## config.mk

```make
export PLATFORM = sky130hd
export DESIGN_NAME = data_dec
export DESIGN_NICKNAME = d
export VERILOG_FILES = /design/src/rtl/noc_pkg.sv /design/src/rtl/dec_fifo.sv /design/src/rtl/data_dec.sv
export SDC_FILE = /design/constraint.sdc
export NUM_CORES = 1
export LEC_CHECK = 0
export ABC_CLOCK_PERIOD_IN_PS = 5500
export CORE_UTILIZATION = 54
export DETAILED_ROUTE_END_ITERATION = 8
export PLACE_DENSITY = 0.8
export SLEW_MARGIN = 20
export SYNTH_ARGS = -nofsm -noshare
export SYNTH_HDL_FRONTEND = slang
export SYNTH_SLANG_ARGS = --single-unit
```

## constraint.sdc

```tcl
create_clock -name clk -period 5.5 [get_ports clk]
set_input_delay 1.1 -clock clk [delete_from_list [all_inputs] [get_ports clk]]
set_output_delay 1.1 -clock clk [all_outputs]
set_load 0.02 [all_outputs]
```

## src/rtl/noc_pkg.sv

```systemverilog
// ============================================================================
// Module : noc_pkg
// Desc   : Shared XY-NoC types: packet layout, default tag widths, decoder FSM
//          state encoding and a tag range helper.
// Rev    : 1.0  initial release
// ============================================================================
`default_nettype none

package noc_pkg;

    localparam int C_DATA_WIDTH = 16;
    localparam int C_NUM_ROW    = 4;
    localparam int C_NUM_COL    = 4;
    localparam int C_ROW_W      = $clog2(C_NUM_ROW) + 1;
    localparam int C_COL_W      = $clog2(C_NUM_COL) + 1;

    typedef enum logic [1:0] {
        ST_UNCFG = 2'd0,
        ST_RUN   = 2'd1,
        ST_FLUSH = 2'd2
    } state_e;

    typedef struct packed {
        logic [C_ROW_W-1:0]        row;
        logic [C_COL_W-1:0]        col;
        logic [2*C_DATA_WIDTH-1:0] data;
    } packet_t;

    // A tag names a real PE only when it lies inside the mesh dimension.
    function automatic logic tag_in_range(input int unsigned id, input int unsigned n);
        return id < n;
    endfunction

endpackage

`default_nettype wire

```

## src/rtl/dec_fifo.sv

```systemverilog
// ============================================================================
// Module : dec_fifo
// Desc   : Synchronous FIFO with a registered head-of-queue output (show-ahead).
// Rev    : 1.0  initial release
// ============================================================================
`default_nettype none

module dec_fifo #(
    parameter int WIDTH = 32,
    parameter int DEPTH = 2
) (
    input  logic             clk,
    input  logic             rstn,
    input  logic             push,
    input  logic [WIDTH-1:0] push_data,
    input  logic             pop,
    output logic             full,
    output logic             empty,
    output logic             out_valid,
    output logic [WIDTH-1:0] out_data
);

    localparam int PTR_W = $clog2(DEPTH);
    localparam int CNT_W = $clog2(DEPTH) + 1;
    localparam logic [CNT_W-1:0] C_FULL = CNT_W'(DEPTH);

    logic [WIDTH-1:0] r_mem [DEPTH];
    logic [PTR_W-1:0] r_wr_ptr;
    logic [PTR_W-1:0] r_rd_ptr;
    logic [CNT_W-1:0] r_count;
    logic             r_out_valid;
    logic [WIDTH-1:0] r_out_data;

    logic             w_push;
    logic             w_pop;
    logic [PTR_W-1:0] w_rd_nx;
    logic [CNT_W-1:0] w_cnt_nx;
    logic             w_head_from_input;

    assign full      = (r_count == C_FULL);
    assign empty     = (r_count == '0);
    assign out_valid = r_out_valid;
    assign out_data  = r_out_data;

    assign w_push   = push && !full;
    assign w_pop    = pop && r_out_valid;
    assign w_rd_nx  = w_pop ? r_rd_ptr + PTR_W'(1) : r_rd_ptr;
    assign w_cnt_nx = r_count + CNT_W'(w_push) - CNT_W'(w_pop);
    // When the queue is (or becomes) empty, the word being pushed now is the new head.
    assign w_head_from_input = w_push && (r_count == CNT_W'(w_pop));

    always_ff @(posedge clk) begin
        if (!rstn) begin
            for (int i = 0; i < DEPTH; i++) begin
                r_mem[i] <= '0;
            end
            r_wr_ptr    <= '0;
            r_rd_ptr    <= '0;
            r_count     <= '0;
            r_out_valid <= 1'b0;
            r_out_data  <= '0;
        end else begin
            if (w_push) begin
                r_mem[r_wr_ptr] <= push_data;
                r_wr_ptr        <= r_wr_ptr + PTR_W'(1);
            end
            r_rd_ptr    <= w_rd_nx;
            r_count     <= w_cnt_nx;
            r_out_valid <= (w_cnt_nx != '0);
            if (w_cnt_nx != '0) begin
                r_out_data <= w_head_from_input ? push_data : r_mem[w_rd_nx];
            end
        end
    end

endmodule

`default_nettype wire

```

## src/rtl/data_dec.sv

```systemverilog
// ============================================================================
// Module : data_dec
// Desc   : XY-NoC destination decoder: strips <row,col> tags from packets
//          addressed to this PE and buffers the payload for the PE.
// Config : DATA_DEC_BCAST_EN - all-ones row/col tag acts as a wildcard.
// Rev    : 1.0  initial release
// ============================================================================
`default_nettype none

module data_dec
    import noc_pkg::*;
#(
    parameter int DATA_WIDTH = 16,
    parameter int NUM_ROW    = 4,
    parameter int NUM_COL    = 4,
    parameter int FIFO_DEPTH = 2,
    localparam int ROW_W     = $clog2(NUM_ROW) + 1,
    localparam int COL_W     = $clog2(NUM_COL) + 1
) (
    input  logic                    clk,
    input  logic                    rstn,
    input  logic                    cfg_we,
    input  logic [ROW_W-1:0]        cfg_row_id,
    input  logic [COL_W-1:0]        cfg_col_id,
    input  logic                    flush,
    input  logic                    in_valid,
    output logic                    in_ready,
    input  logic [ROW_W-1:0]        in_row,
    input  logic [COL_W-1:0]        in_col,
    input  logic [2*DATA_WIDTH-1:0] in_data,
    output logic                    pe_valid,
    input  logic                    pe_ready,
    output logic [2*DATA_WIDTH-1:0] pe_data,
    output logic [1:0]              state_o,
    output logic [15:0]             dlv_cnt
);

    state_e           r_state;
    logic [ROW_W-1:0] r_row_id;
    logic [COL_W-1:0] r_col_id;
    logic [15:0]      r_dlv_cnt;

    logic w_row_hit;
    logic w_col_hit;
    logic w_ids_valid;
    logic w_match;
    logic w_push;
    logic w_pop;
    logic w_fifo_full;
    logic w_fifo_empty;

`ifdef DATA_DEC_BCAST_EN
    assign w_row_hit = (in_row == r_row_id) || (in_row == '1);
    assign w_col_hit = (in_col == r_col_id) || (in_col == '1);
`else
    assign w_row_hit = (in_row == r_row_id);
    assign w_col_hit = (in_col == r_col_id);
`endif

    // Out-of-mesh local IDs are stored but can never be hit.
    assign w_ids_valid = tag_in_range(32'(r_row_id), NUM_ROW) &&
                         tag_in_range(32'(r_col_id), NUM_COL);
    assign w_match     = w_row_hit && w_col_hit && w_ids_valid;

    always_comb begin
        in_ready = 1'b1;
        case (r_state)
            ST_UNCFG: in_ready = 1'b1;
            ST_RUN:   in_ready = w_match ? !w_fifo_full : 1'b1;
            ST_FLUSH: in_ready = 1'b0;
            default:  in_ready = 1'b1;
        endcase
    end

    assign w_push  = in_valid && in_ready && (r_state == ST_RUN) && w_match;
    assign w_pop   = pe_valid && pe_ready;
    assign state_o = r_state;
    assign dlv_cnt = r_dlv_cnt;

    always_ff @(posedge clk) begin
        if (!rstn) begin
            r_state   <= ST_UNCFG;
            r_row_id  <= '0;
            r_col_id  <= '0;
            r_dlv_cnt <= '0;
        end else begin
            if (w_pop) begin
                r_dlv_cnt <= r_dlv_cnt + 16'd1;
            end
            case (r_state)
                ST_UNCFG: begin
                    if (cfg_we) begin
                        r_row_id  <= cfg_row_id;
                        r_col_id  <= cfg_col_id;
                        r_dlv_cnt <= '0;
                        r_state   <= ST_RUN;
                    end
                end
                ST_RUN: begin
                    if (flush) begin
                        r_state <= ST_FLUSH;
                    end
                end
                ST_FLUSH: begin
                    if (w_fifo_empty) begin
                        r_state <= ST_UNCFG;
                    end
                end
                default: r_state <= ST_UNCFG;
            endcase
        end
    end

    dec_fifo #(
        .WIDTH (2*DATA_WIDTH),
        .DEPTH (FIFO_DEPTH)
    ) u_fifo (
        .clk       (clk),
        .rstn      (rstn),
        .push      (w_push),
        .push_data (in_data),
        .pop       (w_pop),
        .full      (w_fifo_full),
        .empty     (w_fifo_empty),
        .out_valid (pe_valid),
        .out_data  (pe_data)
    );

endmodule

`default_nettype wire
```

==> flow_metrics.tcl, run 1 <==
set metrics [dict create \
    status "finished, final reports clean" \
    vias_per_cell 6.18 \
    clock_latency_ps 420 \
    rsz0062_at_grt "false" \
    cts.sinks 125 \
    grt_pass1_vias 4914 \
    tns_ps 0 \
    switchingPower_mw 0.892 \
    drc 0 \
    ctsRootBufferMaster "clkbuf_16" \
    yosysWarningCount 0 \
    yosysTopAreaCell "edfxtp_1" \
    crit_required_ps 5810 \
    synthToLayoutAreaGrowth_pct 26.2 \
    hold_ws_ps 490 \
    cts.htree.levels 4 \
    grt_max_degree 65 \
    layout-drive-gt1-share_pct 17.3 \
    fin_skew_ps 8.09 \
    initial_core_util_pct 55.7 \
    nNetsFinal 722 \
    seq_area_frac_synth_pct 49.2 \
    finalSetupViolCount 0 \
    post_cts_buffers 0 \
    syn_area_um2 6390 \
    die_y_um 111 \
    clkSlewWorstSetupHoldPaths_ps 50 \
    maxClockFrequency_mhz 253 \
    core_um2 11500 \
    ctsHoldBuffers 0 \
    vias 5100 \
    synth_cells 589 \
    slew_headroom_pct 28.1 \
    path_class "in -> reg" \
    numCtsBuffers 17 \
    die_w_um 111 \
    p_clk_share_pct 36.7 \
    comb_power_share_pct 26.6 \
    multi_input_area_um2 2860 \
    antenna_found_initial 0 \
    grt_usage_pct 26.3 \
    dp_hpwl_mm 9.65 \
    overflow 0 \
    drtIter0Drc 552 \
    drt_wl_total_mm 15.7 \
    fin_crit_sh_pct 72.0 \
    p_leak_nw 3.07 \
    swShare_pct 29.4 \
    nFillCells 777 \
    port_buffers 101 \
    start_kind "input port" \
    cts_tree "done" \
    sequential_cell_area_um2 3140 \
    die_area_um2 12300 \
    worst_pin_slew_ps 1080 \
    finalCriticalPeriod_ps 3960 \
    cts_resized 0 \
    num_rows 39 \
    synth_seq_cells 125 \
    drv_cap 0 \
    hold_viol_final 0 \
    dr.pass1.iters 6 \
    slew_viol_final 0 \
    wl_per_cell_um 19.0 \
    synthesis.nets 642 \
    arrival_ps 4270 \
    ys_types 48 \
    syn-mean-instance-area_um2 10.8 \
    ios 102 \
    place_congestion 0.759 \
    ant_nets 0 \
    diodes 0 \
    synth_area_leaders "edfxtp_1 30%, dfxtp_1 19%, nor3_2 9.6%" \
    power_frac_seq_pct 36.8 \
    ys.flop_type "edfxtp_1" \
    clk_path_buf_depth 2 \
    synth_top_area_share_pct 30.1 \
    ys_async_sr_fraction_pct 0 \
    endpoint_kind "register" \
    cp_max_fo 28 \
    yosysMostFrequentCell "edfxtp_1" \
    power-per-cell-area_nw_per_um2 377 \
    synth_common_cells "64 x edfxtp_1, 61 x dfxtp_1, 61 x nor3_2" \
    hold_class "reg -> reg" \
    synth_edf_count 64 \
    vdd_drop_max_mv 0.279 \
    p_int_mw 2.15 \
    grt_pass1_wl_mm 25.2 \
]
[through the flow]
stage               area, µm²  cells  utilization, %  setup slack, ps  total power, mW
finish                   8060    825            70.3             1540             3.04
global route             8060    825            70.3             1400             3.14
CTS                      8050    824            70.2             1470             3.03
detailed placement       7440    792            64.9             1160             1.92
global placement         7420    791            64.7             1280             1.89
floorplan                6390    589               -              862             1.66
[worst paths after layout]
kind | depth (start not counted) | from | end | slack [ps]
max | 8 | in_row[2] | u_fifo.out_data[29]$_SDFFE_PN0P_ | 1540
min | 2 | dlv_cnt[15]$_SDFF_PN0_ | dlv_cnt[15]$_SDFF_PN0_ | 490
max reg2reg | 7 | state_o[0]$_SDFFE_PN0P_ | u_fifo.out_data[29]$_SDFFE_PN0P_ | 2260
min reg2reg | 2 | dlv_cnt[15]$_SDFF_PN0_ | dlv_cnt[15]$_SDFF_PN0_ | 490
[critical path, cell delays in order]
cell and delay [ps]:
clkdlybuf4s50_1 440, nor4_4 290, nand3_1 130, nor3_1 290, ha_1 270, xnor3_1 880, nand2b_1 480, a41o_1 370
[logic make-up (layout without fill, tap and decap cells)]
family | count (synthesis) | count (layout) | synth area share [%]
compound gates | 115 | 115 | 13.8
xor+xnor | 15 | 15 | 2.63
fa+ha+maj | 3 | 3 | 0.588
buf+inv | 92 | 185 | 6.62
flops | 125 | 125 | 49.2
mux | 38 | 38 | 6.07
simple gates | 201 | 201 | 21.1
[routing by layer]
layer / share of wire (%) / GRT usage [%]
met1: 40 / 32.9
met2: 50 / 42.7
met3: 7.5 / 7.00
met4: 2.1 / 12.1
met5: 0 / 0
[placed cells by master (no fill, tap or decap), types with 19 or more instances in the layout]
cell and n:
clkbuf_16 19, and3_1 27, mux2i_1 32, o41ai_1 27, edfxtp_1 64, a31oi_1 26
nor2_1 22, inv_1 38, nor3_2 60, clkdlybuf4s50_1 100, o31a_1 26, dfxtp_1 60
nand2_1 41
[area by class of cell]
| class | instances | share of cell area, % |
|---|---|---|
| flip-flops and latches | 125 | 39.0 |
| multi-input cells | 372 | 35.5 |
| repair buffers | 114 | 14.0 |
| clock buffers | 27 | 6.89 |
| well taps | 143 | 2.22 |
| inverters | 39 | 1.82 |
| clock inverters | 5 | 0.605 |
[power groups by stage]
stage	Sequential, mW	Combinational, mW	Clock, mW
2_1_floorplan	1.17	0.488	0
3_5_place_dp	1.13	0.786	0
5_1_grt	1.12	0.862	1.16
6_report	1.12	0.807	1.12
4_1_cts	1.11	0.792	1.13
3_3_place_gp	1.13	0.765	0
[registers in the layout, summed over array words and instances (netlist names)]
signal,count
u_fifo.r_mem,64
u_fifo.out_data,32
dlv_cnt,16
r_col_id,3
r_row_id,3
state_o,2
u_fifo.r_count,2
u_fifo.out_valid,1
u_fifo.r_rd_ptr,1
u_fifo.r_wr_ptr,1
(Power assumes the default switching activity.)
==> run 2: changes to the inputs <==
Settings changed: ABC_CLOCK_PERIOD_IN_PS 5500 to 3510, CORE_UTILIZATION 54 to 49, PLACE_DENSITY 0.8 to 0.77.
Clock period 5.5 ns to 3.51 ns, I/O delays scaled along.
==> run 2 against run 1 <==
Against the previous run: combinational power increased by 65%; global-route usage decreased by 1.0 points; first-iteration DRC count decreased by 47%; critical path depth decreased by 2; sequential share of layout area decreased by 0.65 points; largest power group is now the clock network.
==> flow_metrics.tcl, run 2 (synthesis gave the netlist of run 1 again) <==
set metrics [dict create \
    status "finished, final reports clean" \
    p_leak_nw 3.13 \
    cts_resized 0 \
    hold_class "reg -> reg" \
    place_congestion 0.794 \
    die_w_um 116 \
    switchingPower_mw 1.45 \
    regMostFlops "u_fifo.r_mem" \
    rsz0062_at_grt "false" \
    core_um2 12700 \
    ctsHoldBuffers 0 \
    start_kind "input port" \
    vias_per_cell 5.88 \
    wl_met3_mm 1.00 \
    drc 0 \
    hold_ws_ps 483 \
    wl_per_cell_um 18.8 \
    topRoutingLayerUsed "met4" \
    place_inst 834 \
    worst_pin_slew_ps 987 \
    ios 102 \
    instances_no_fill 866 \
    grt_max_degree 50 \
    p_int_mw 3.42 \
    nNetsFinal 734 \
    diodes 0 \
    hold_end "dlv_cnt[15]$_SDFF_PN0_" \
    finalSetupViolCount 0 \
    vdd_drop_max_mv 0.486 \
    grt_pass1_wl_mm 25.9 \
    num_rows 41 \
    fin_util_pct 64.7 \
    fin_crit_sh_pct 87.8 \
    cts_tree "done" \
    layout_commonest_cell "clkdlybuf4s50_1" \
    p_clk_share_pct 36.9 \
    power_frac_seq_pct 35.8 \
    clock_latency_ps 410 \
    arrival_ps 2380 \
    drv_cap 0 \
    grt_usage_pct 25.3 \
    initial_core_util_pct 50.4 \
    maxClockFrequency_mhz 325 \
    min-delay-start "dlv_cnt[15]$_SDFF_PN0_" \
    slew_headroom_pct 34.1 \
    port_buffers 101 \
    hold_path_depth 2 \
    synthToLayoutAreaGrowth_pct 28.4 \
    antenna_found_initial 0 \
    endpoint_kind "output port" \
    die_y_um 116 \
    clkSlewWorstSetupHoldPaths_ps 60 \
    numCtsBuffers 17 \
    tns_ps 0 \
    die_area_um2 13500 \
    path_class "in -> out" \
    final_cell_mix "100 x clkdlybuf4s50_1, 64 x edfxtp_1, 60 x nor3_2, 60 x dfxtp_1, 41 x nand2_1" \
    fin_skew_ps 6.29 \
    comb_power_share_pct 27.2 \
    post_cts_buffers 0 \
    ant_nets 0 \
    drt_wl_total_mm 16.3 \
    overflow 0 \
    dr.pass1.iters 5 \
    layout-drive-gt1-share_pct 19.0 \
    cts.htree.levels 4 \
    cts.sinks 125 \
    dp_hpwl_mm 10.3 \
    timing.reg2reg.setup_slack_ps 750 \
    largest_reg_flops 64 \
    clk_path_buf_depth 2 \
    worstRegToRegCells 9 \
    m1WireLength_mm 6.68 \
    reg2reg_from "state_o[0]$_SDFFE_PN0P_" \
    wl_met2_mm 8.29 \
    timing.rr.end "u_fifo.out_data[5]$_SDFFE_PN0P_" \
    finalCriticalPeriod_ps 3080 \
    drtIter0Drc 292 \
    slew_viol_final 0 \
    cp_max_fo 4 \
    hold_viol_final 0 \
    grt_pass1_vias 5158 \
    crit_required_ps 2810 \
    ctsRootBufferMaster "clkbuf_16" \
    power-per-cell-area_nw_per_um2 593 \
    swShare_pct 29.7 \
    vias 5089 \
]
[run 2: cell type report]
class                      instances  area (µm²)
multi-input combinational        372        2850
clock inverter                    11         139
tap                              172         215
fill                             991        4470
inverter                          39         146
sequential                       125        3140
clock buffer                      21         470
timing repair buffer             126        1230
[run 2: critical path, cell delays in order]
cell and delay, ps:
clkdlybuf4s50_1 460, nor4_4 300, nand2_2 130, nor3_1 140, a21oi_1 90, clkdlybuf4s50_1 560
[run 2: worst max-delay path by stage]
stage	from	to	slack (ps)
2_1_floorplan	in_col[1]	u_fifo.r_mem[1][0]$_SDFFCE_PN0P_	130
3_3_place_gp	in_row[2]	u_fifo.out_data[5]$_SDFFE_PN0P_	160
3_5_place_dp	in_row[2]	u_fifo.out_data[31]$_SDFFE_PN0P_	90
4_1_cts	in_row[2]	in_ready	430
5_1_grt	in_row[1]	u_fifo.out_data[20]$_SDFFE_PN0P_	290
6_report	in_row[2]	in_ready	430
[run 2: power groups by stage]
| stage | clock, mW | sequential, mW | combinational [mW] |
|---|---|---|---|
| final | 1.80 | 1.74 | 1.33 |
| after global routing | 1.88 | 1.75 | 1.42 |
| after CTS | 1.81 | 1.74 | 1.32 |
| after detailed placement | 0 | 1.77 | 1.31 |
| after global placement | 0 | 1.76 | 1.27 |
| after floorplan | 0 | 1.84 | 0.765 |
[run 2: stage by stage]
stage               cell area (µm²)  power (mW)  setup slack (ps)
global route                   8200        5.05               293
detailed placement             7590        3.08              91.5
global placement               7590        3.03               160
finish                         8200        4.87               429
floorplan                      6390        2.60               131
CTS                            8200        4.87               432
[run 2: metal layers]
metal	vias to the layer above	track usage (%)
met3	27	6.64
met1	2478	30.7
met5	-	0
met4	0	11.6
met2	196	42.3
li1	2388	-
